`config.mk`:
```
export PLATFORM = sky130hd
export DESIGN_NAME = sync_fifo_prog_flat
export DESIGN_NICKNAME = d
export VERILOG_FILES = /design/src/rtl/fifo_pkg.sv /design/src/rtl/sync_fifo_prog_if.sv /design/src/rtl/fifo_ram.sv /design/src/rtl/sync_fifo_prog.sv /design/src/flat_wrapper.sv
export SDC_FILE = /design/constraint.sdc
export NUM_CORES = 1
export LEC_CHECK = 0
export ABC_AREA = 1
export ABC_CLOCK_PERIOD_IN_PS = 2150
export BUFFER_PORTS_ARGS = -buffer_cell sky130_fd_sc_hd__buf_2
export CORE_AREA = 2 2 153 110
export DETAILED_ROUTE_END_ITERATION = 7
export DIE_AREA = 0 0 155 112
export RECOVER_POWER = 50
export SYNTH_ARGS = -nofsm -noshare
export SYNTH_HDL_FRONTEND = slang
export SYNTH_HIERARCHICAL = 1
export SYNTH_SLANG_ARGS = --single-unit
```
`constraint.sdc`:
```
create_clock -name i_clk -period 2.15 [get_ports i_clk]
set_input_delay 0.215 -clock i_clk [delete_from_list [all_inputs] [get_ports i_clk]]
set_output_delay 0.215 -clock i_clk [all_outputs]
set_load 0.005 [all_outputs]
```
`src/rtl/fifo_pkg.sv`:
```
// rtl/fifo_pkg.sv - shared constants, width helpers and mode enum for the programmable FIFO
package fifo_pkg;

  // Read-side behaviour selector
  typedef enum logic {
    FIFO_STD  = 1'b0,
    FIFO_FWFT = 1'b1
  } fifo_mode_e;

  // Pointer width: wraps naturally at depth-1 -> 0 for power-of-2 depths
  function automatic int ptr_width(input int depth);
    return $clog2(depth);
  endfunction

  // Occupancy width: one extra bit so the full count fits
  function automatic int cnt_width(input int depth);
    return $clog2(depth) + 1;
  endfunction

endpackage

```
`src/rtl/sync_fifo_prog_if.sv`:
```
// rtl/sync_fifo_prog_if.sv - push/pop handshake bundle between the FIFO and its producer/consumer
interface sync_fifo_prog_if #(
  parameter int DATA_WIDTH = 8
);

  logic                  wr_en;
  logic [DATA_WIDTH-1:0] wr_data;
  logic                  rd_en;
  logic [DATA_WIDTH-1:0] rd_data;
  logic                  rd_valid;

  // Producer/consumer side
  modport master (
    output wr_en,
    output wr_data,
    output rd_en,
    input  rd_data,
    input  rd_valid
  );

  // FIFO side
  modport slave (
    input  wr_en,
    input  wr_data,
    input  rd_en,
    output rd_data,
    output rd_valid
  );

endinterface

```
`src/rtl/fifo_ram.sv`:
```
// rtl/fifo_ram.sv - simple dual-port storage, synchronous write and asynchronous read
module fifo_ram
  import fifo_pkg::*;
#(
  parameter int   DATA_WIDTH = 8,
  parameter int   FIFO_DEPTH = 16,
  localparam int  PTR_WIDTH  = ptr_width(FIFO_DEPTH)
) (
  input  logic                  i_clk,
  input  logic                  i_wr_en,
  input  logic [PTR_WIDTH-1:0]  i_wr_addr,
  input  logic [DATA_WIDTH-1:0] i_wr_data,
  input  logic [PTR_WIDTH-1:0]  i_rd_addr,
  output logic [DATA_WIDTH-1:0] o_rd_data
);

  logic [DATA_WIDTH-1:0] r_mem [FIFO_DEPTH];

  // Storage write; contents are deliberately not reset
  always_ff @(posedge i_clk) begin
    if (i_wr_en) begin
      r_mem[i_wr_addr] <= i_wr_data;
    end
  end

  assign o_rd_data = r_mem[i_rd_addr];

endmodule

```
`src/rtl/sync_fifo_prog.sv`:
```
// rtl/sync_fifo_prog.sv - single-clock FIFO with programmable thresholds, level, flush and sticky errors
module sync_fifo_prog
  import fifo_pkg::*;
#(
  parameter int  DATA_WIDTH = 8,
  parameter int  FIFO_DEPTH = 16,
  parameter int  FWFT       = 0,
  localparam int CNT_WIDTH  = cnt_width(FIFO_DEPTH)
) (
  input  logic                 i_clk,
  input  logic                 i_rst,
  input  logic                 i_flush,
  sync_fifo_prog_if.slave      bus,
  input  logic [CNT_WIDTH-1:0] i_almost_full_level,
  input  logic [CNT_WIDTH-1:0] i_almost_empty_level,
  input  logic                 i_error_clear,
  output logic                 o_empty,
  output logic                 o_full,
  output logic                 o_half_full,
  output logic                 o_almost_full,
  output logic                 o_almost_empty,
  output logic [CNT_WIDTH-1:0] o_level,
  output logic                 o_overflow,
  output logic                 o_underflow,
  output logic                 o_error
);

  localparam int                   PTR_WIDTH = ptr_width(FIFO_DEPTH);
  localparam fifo_mode_e           MODE      = (FWFT != 0) ? FIFO_FWFT : FIFO_STD;
  localparam logic [CNT_WIDTH-1:0] C_DEPTH   = CNT_WIDTH'(FIFO_DEPTH);
  localparam logic [CNT_WIDTH-1:0] C_HALF    = CNT_WIDTH'(FIFO_DEPTH / 2);

  logic [PTR_WIDTH-1:0]  r_wptr;
  logic [PTR_WIDTH-1:0]  r_rptr;
  logic [CNT_WIDTH-1:0]  r_level;
  logic                  r_overflow;
  logic                  r_underflow;

  logic                  w_empty;
  logic                  w_full;
  logic                  w_rd_do;
  logic                  w_wr_do;
  logic                  w_wr_drop;
  logic                  w_rd_drop;
  logic [DATA_WIDTH-1:0] w_ram_rd_data;

  assign w_empty = (r_level == '0);
  assign w_full  = (r_level == C_DEPTH);

  // Flush swallows both requests, so nothing is accepted or flagged that cycle.
  // A full FIFO still takes a write when a read frees a slot in the same cycle.
  assign w_rd_do   = ~i_flush & bus.rd_en & ~w_empty;
  assign w_wr_do   = ~i_flush & bus.wr_en & (~w_full | w_rd_do);
  assign w_wr_drop = ~i_flush & bus.wr_en & ~w_wr_do;
  assign w_rd_drop = ~i_flush & bus.rd_en & w_empty;

  fifo_ram #(
    .DATA_WIDTH (DATA_WIDTH),
    .FIFO_DEPTH (FIFO_DEPTH)
  ) u_ram (
    .i_clk     (i_clk),
    .i_wr_en   (w_wr_do),
    .i_wr_addr (r_wptr),
    .i_wr_data (bus.wr_data),
    .i_rd_addr (r_rptr),
    .o_rd_data (w_ram_rd_data)
  );

  // Pointers and occupancy counter
  always_ff @(posedge i_clk) begin
    if (i_rst || i_flush) begin
      r_wptr  <= '0;
      r_rptr  <= '0;
      r_level <= '0;
    end else begin
      if (w_wr_do) r_wptr <= r_wptr + PTR_WIDTH'(1);
      if (w_rd_do) r_rptr <= r_rptr + PTR_WIDTH'(1);
      case ({w_wr_do, w_rd_do})
        2'b10:   r_level <= r_level + CNT_WIDTH'(1);
        2'b01:   r_level <= r_level - CNT_WIDTH'(1);
        default: r_level <= r_level;
      endcase
    end
  end

  // Sticky error flags; a new error event wins over a simultaneous clear
  always_ff @(posedge i_clk) begin
    if (i_rst) begin
      r_overflow  <= 1'b0;
      r_underflow <= 1'b0;
    end else begin
      if (w_wr_drop)          r_overflow  <= 1'b1;
      else if (i_error_clear) r_overflow  <= 1'b0;
      if (w_rd_drop)          r_underflow <= 1'b1;
      else if (i_error_clear) r_underflow <= 1'b0;
    end
  end

  generate
    if (MODE == FIFO_FWFT) begin : g_fwft
      // Head word is presented directly; zero while nothing is stored
      assign bus.rd_data  = w_empty ? '0 : w_ram_rd_data;
      assign bus.rd_valid = ~w_empty;
    end else begin : g_std
      logic [DATA_WIDTH-1:0] r_dout;
      logic                  r_valid;

      // Registered read: data appears the cycle after an accepted pop
      always_ff @(posedge i_clk) begin
        if (i_rst) begin
          r_dout  <= '0;
          r_valid <= 1'b0;
        end else begin
          r_valid <= w_rd_do;
          if (w_rd_do) r_dout <= w_ram_rd_data;
        end
      end

      assign bus.rd_data  = r_dout;
      assign bus.rd_valid = r_valid;
    end
  endgenerate

  assign o_empty        = w_empty;
  assign o_full         = w_full;
  assign o_half_full    = (r_level >= C_HALF);
  assign o_almost_full  = (r_level >= i_almost_full_level);
  assign o_almost_empty = (r_level <= i_almost_empty_level);
  assign o_level        = r_level;
  assign o_overflow     = r_overflow;
  assign o_underflow    = r_underflow;
  assign o_error        = r_overflow | r_underflow;

endmodule

```
`src/flat_wrapper.sv`:
```
// flat-port wrapper written by rule: the top's interface ports become plain ports
module sync_fifo_prog_flat import fifo_pkg::*;
#(
  parameter int  DATA_WIDTH = 8,
  parameter int  FIFO_DEPTH = 16,
  parameter int  FWFT       = 0,
  localparam int CNT_WIDTH  = cnt_width(FIFO_DEPTH)
)
  (i_clk, i_rst, i_flush, i_almost_full_level, i_almost_empty_level, i_error_clear, o_empty, o_full, o_half_full, o_almost_full, o_almost_empty, o_level, o_overflow, o_underflow, o_error, bus_wr_en, bus_wr_data, bus_rd_en, bus_rd_data, bus_rd_valid);
  sync_fifo_prog_if #(.DATA_WIDTH(DATA_WIDTH)) bus_i ();
  input  logic i_clk;
  input  logic i_rst;
  input  logic i_flush;
  input  logic [CNT_WIDTH-1:0] i_almost_full_level;
  input  logic [CNT_WIDTH-1:0] i_almost_empty_level;
  input  logic i_error_clear;
  output logic o_empty;
  output logic o_full;
  output logic o_half_full;
  output logic o_almost_full;
  output logic o_almost_empty;
  output logic [CNT_WIDTH-1:0] o_level;
  output logic o_overflow;
  output logic o_underflow;
  output logic o_error;
  input wire logic [$bits(bus_i.wr_en)-1:0] bus_wr_en;
  input wire logic [$bits(bus_i.wr_data)-1:0] bus_wr_data;
  input wire logic [$bits(bus_i.rd_en)-1:0] bus_rd_en;
  output wire logic [$bits(bus_i.rd_data)-1:0] bus_rd_data;
  output wire logic [$bits(bus_i.rd_valid)-1:0] bus_rd_valid;
  assign bus_i.wr_en = bus_wr_en;
  assign bus_i.wr_data = bus_wr_data;
  assign bus_i.rd_en = bus_rd_en;
  assign bus_rd_data = bus_i.rd_data;
  assign bus_rd_valid = bus_i.rd_valid;
  sync_fifo_prog #(.DATA_WIDTH(DATA_WIDTH), .FIFO_DEPTH(FIFO_DEPTH), .FWFT(FWFT)) u_core (.i_clk(i_clk), .i_rst(i_rst), .i_flush(i_flush), .bus(bus_i), .i_almost_full_level(i_almost_full_level), .i_almost_empty_level(i_almost_empty_level), .i_error_clear(i_error_clear), .o_empty(o_empty), .o_full(o_full), .o_half_full(o_half_full), .o_almost_full(o_almost_full), .o_almost_empty(o_almost_empty), .o_level(o_level), .o_overflow(o_overflow), .o_underflow(o_underflow), .o_error(o_error));
endmodule
```
==> flow_summary.json <==
{
  "outcome": "finished, final reports clean",
  "diodes": 0,
  "cap_violations": 0,
  "via_per_inst": 4.90,
  "yosysMostFrequentCell": "nand2_1",
  "cts.path.max_buffers": 2,
  "io_pins": 46,
  "dieArea_mm2": 0.0174,
  "cts_max_level": 4,
  "hold_path_class": "in2reg",
  "ys_ff_latch": 152,
  "critPathBufInv": 2,
  "ys_warn_count": 6,
  "drt_wl_total_um": 16100,
  "setup_viol": 0,
  "critPathRequiredTime_ps": 1930,
  "max_freq_mhz": 502,
  "cts_tree": "built",
  "wl_per_cell_um": 15.9,
  "drt-initial-drc-count": 475,
  "yosysTopAreaCell": "edfxtp_1",
  "syn-cell-area_mm2": 0.00701,
  "gp_congestion": 0.825,
  "cts-hold-fix-buffers": 0,
  "cpMaxStageDelayCell": "dfxtp_1",
  "nets": 834,
  "vias": 4962,
  "first_pass_iters": 5,
  "synth_cell_types": 28,
  "grt_pass1_vias": 4948,
  "synthFlopType": "edfxtp_1",
  "die_y_um": 112,
  "worst_pin_slew_ps": 1050,
  "io_buffers": 45,
  "die_w_um": 155,
  "cp_slowest_stage_delay_ps": 340,
  "totalNegativeSetupSlack_ps": 0,
  "rows": 39,
  "synth-seq-area-share": 0.617,
  "synth-edff-count": 128,
  "critPathMaxFanout": 5,
  "gr-total-overflow": 0,
  "cp.arrival_ps": 1780,
  "numCtsBuffers": 17,
  "power_density_mw_per_mm2": 810,
  "slew_headroom": 0.300,
  "grt_usage": 0.197,
  "crit_family": "buffers and inverters",
  "dp_hpwl_um": 10700,
  "ir_drop_v": 0.000485,
  "area_growth_syn_to_layout_pct": 15.5,
  "cp-end-kind": "primary output",
  "skew_ps": 12.8,
  "ff_latch_area_mm2": 0.00433,
  "synth_area_leaders": "edfxtp_1 (55%), nand2_1 (11%), nand3_1 (7.6%), dfxtp_1 (6.9%), inv_1 (6.8%)",
  "syn_avg_cell_area_um2": 9.58,
  "final_core_util": 0.507,
  "synth_top_cell_area_share": 0.548,
  "crit_path_start_kind": "flop",
  "fillers": 1491,
  "drive_above_1_share": 0.136,
  "final_max_slew_viol_count": 0,
  "grt_max_degree": 65,
  "async_flop_share": 0,
  "cts_setup_buffers": 0,
  "core_mm2": 0.0160,
  "multi_input_area_mm2": 0.00199,
  "finalCritPeriodShare": 0.926,
  "rsz0062_at_grt": "false",
  "synth_cells": 732,
  "antenna_left": 0,
  "cts.clk_slew.worst_paths_ps": 60,
  "cts.sinks": 152,
  "clk_latency_ps": 420,
  "criticalPathCategory": "reg2out",
  "synth_commonest_cells": "nand2_1 (208), edfxtp_1 (128), inv_1 (127), nand3_1 (106), nor2_1 (38)",
  "power.leakage_nw": 3.58,
  "crit_chain": "clkbuf_1 > ha_1 > a21oi_1 > o221ai_1 > o21ai_0 > buf_2",
  "hold_viol": 0,
  "start_util": 0.439,
  "cts_root_buffer": "clkbuf_16",
  "drc": 0,
  "grt_pass1_wl_um": 25800,
  "grt_antenna_before_repair": 0,
  "final.min_clock_period_ps": 1990,
  "syn_nets": 772
}
-- layer usage --
layer	track usage	up-vias	routed length (µm)
met1	0.279	2347	7790
met2	0.305	121	7370
met5	0	-	0
li1	-	2475	-
met3	0.0350	19	709
met4	0.0716	0	206
-- power breakdown --
part	switching (mW)	internal (mW)
clock network	1.17	1.85
registers	0.0112	3.21
logic	0.215	0.0966
total	1.40	5.16
-- sequential cells by signal (all words and copies together), names as in the netlist --
signal               count
u_core/o_overflow        1
u_core/bus.rd_valid      1
u_core/bus.rd_data       8
u_core/r_wptr            4
u_core/o_level           5
u_core/o_underflow       1
u_core/u_ram/r_mem     128
u_core/r_rptr            4
-- final timing paths --
check | start | endpoint | slack (ps) | cells after the start
max | u_core/o_level[2]$_SDFFE_PP0P_ | o_almost_empty | 160 | 6
min reg2reg | u_core/bus.rd_data[7]$_SDFFE_PP0P_ | u_core/bus.rd_data[7]$_SDFFE_PP0P_ | 470 | 2
min | i_error_clear | u_core/o_underflow$_SDFFE_PP0P_ | 70 | 4
max reg2reg | u_core/o_level[0]$_SDFFE_PP0P_ | u_core/o_level[3]$_SDFFE_PP0P_ | 180 | 12
-- cell usage in the layout (no fill, tap or decap), types with 2 or more instances in the layout --
cell type | Yosys | routed
ha_1 | 15 | 15
nand3_1 | 106 | 106
a21oi_1 | 19 | 19
xnor2_1 | 2 | 2
bufinv_16 | 0 | 2
inv_6 | 0 | 2
o21ai_0 | 9 | 8
or2_2 | 2 | 2
clkbuf_16 | 0 | 19
nor2_1 | 38 | 39
dfxtp_2 | 0 | 2
buf_4 | 6 | 23
nor2_2 | 3 | 2
clkbuf_1 | 1 | 13
clkinv_2 | 0 | 2
inv_2 | 4 | 5
nand3_2 | 2 | 2
nand3b_1 | 3 | 3
buf_2 | 14 | 36
clkinvlp_4 | 0 | 4
inv_1 | 127 | 126
edfxtp_1 | 128 | 128
nand2_1 | 208 | 208
o21bai_1 | 2 | 2
dfxtp_1 | 24 | 22
inv_4 | 2 | 2
xor2_1 | 2 | 2
nand2_4 | 4 | 4
-- cell families after synthesis --
logic type	count (synthesis)	share of synthesized area
xor gates and xnor gates	4	0.00500
AOI/OAI and AO/OA	31	0.0234
adders and majority gates	16	0.0296
buffers and inverters	161	0.0991
and+or+nand+nor	368	0.226
DFF	152	0.617
-- metrics by stage --
step	cells	worst slack [ps]	hold slack (ps)	instance area, µm²	power (mW)
after CTS	1012	8.24	51.6	8120	6.62
final	1012	159	68.4	8100	6.56
after global placement	980	280	460	7510	3.60
after global routing	1012	31.9	77.3	8100	6.77
after detailed placement	980	231	457	7510	3.60
after floorplan	732	337	284	7010	3.46
-- area by class of cell --
type	count	share of cell area
tap	205	0.0317
clock inverter	10	0.0145
timing repair buffer	71	0.0513
sequential	152	0.534
clock buffer	22	0.0601
multi-input combinational	419	0.246
inverter	133	0.0623
-- tightest hold or removal path, stage by stage --
cell and delay (ps):
buf_2 70, inv_1 40, nand2_1 50, a21oi_1 50
-- what timing repair did --
| item | 4_1_cts | 5_1_grt |
|---|---|---|
| gates resized for setup | 1 | 2 |
| pin swaps | 0 | 0 |
| endpoints found under the hold margin | 0 | 0 |
| endpoints found under the setup margin | 1 | 1 |
(Power assumes the default switching activity.)
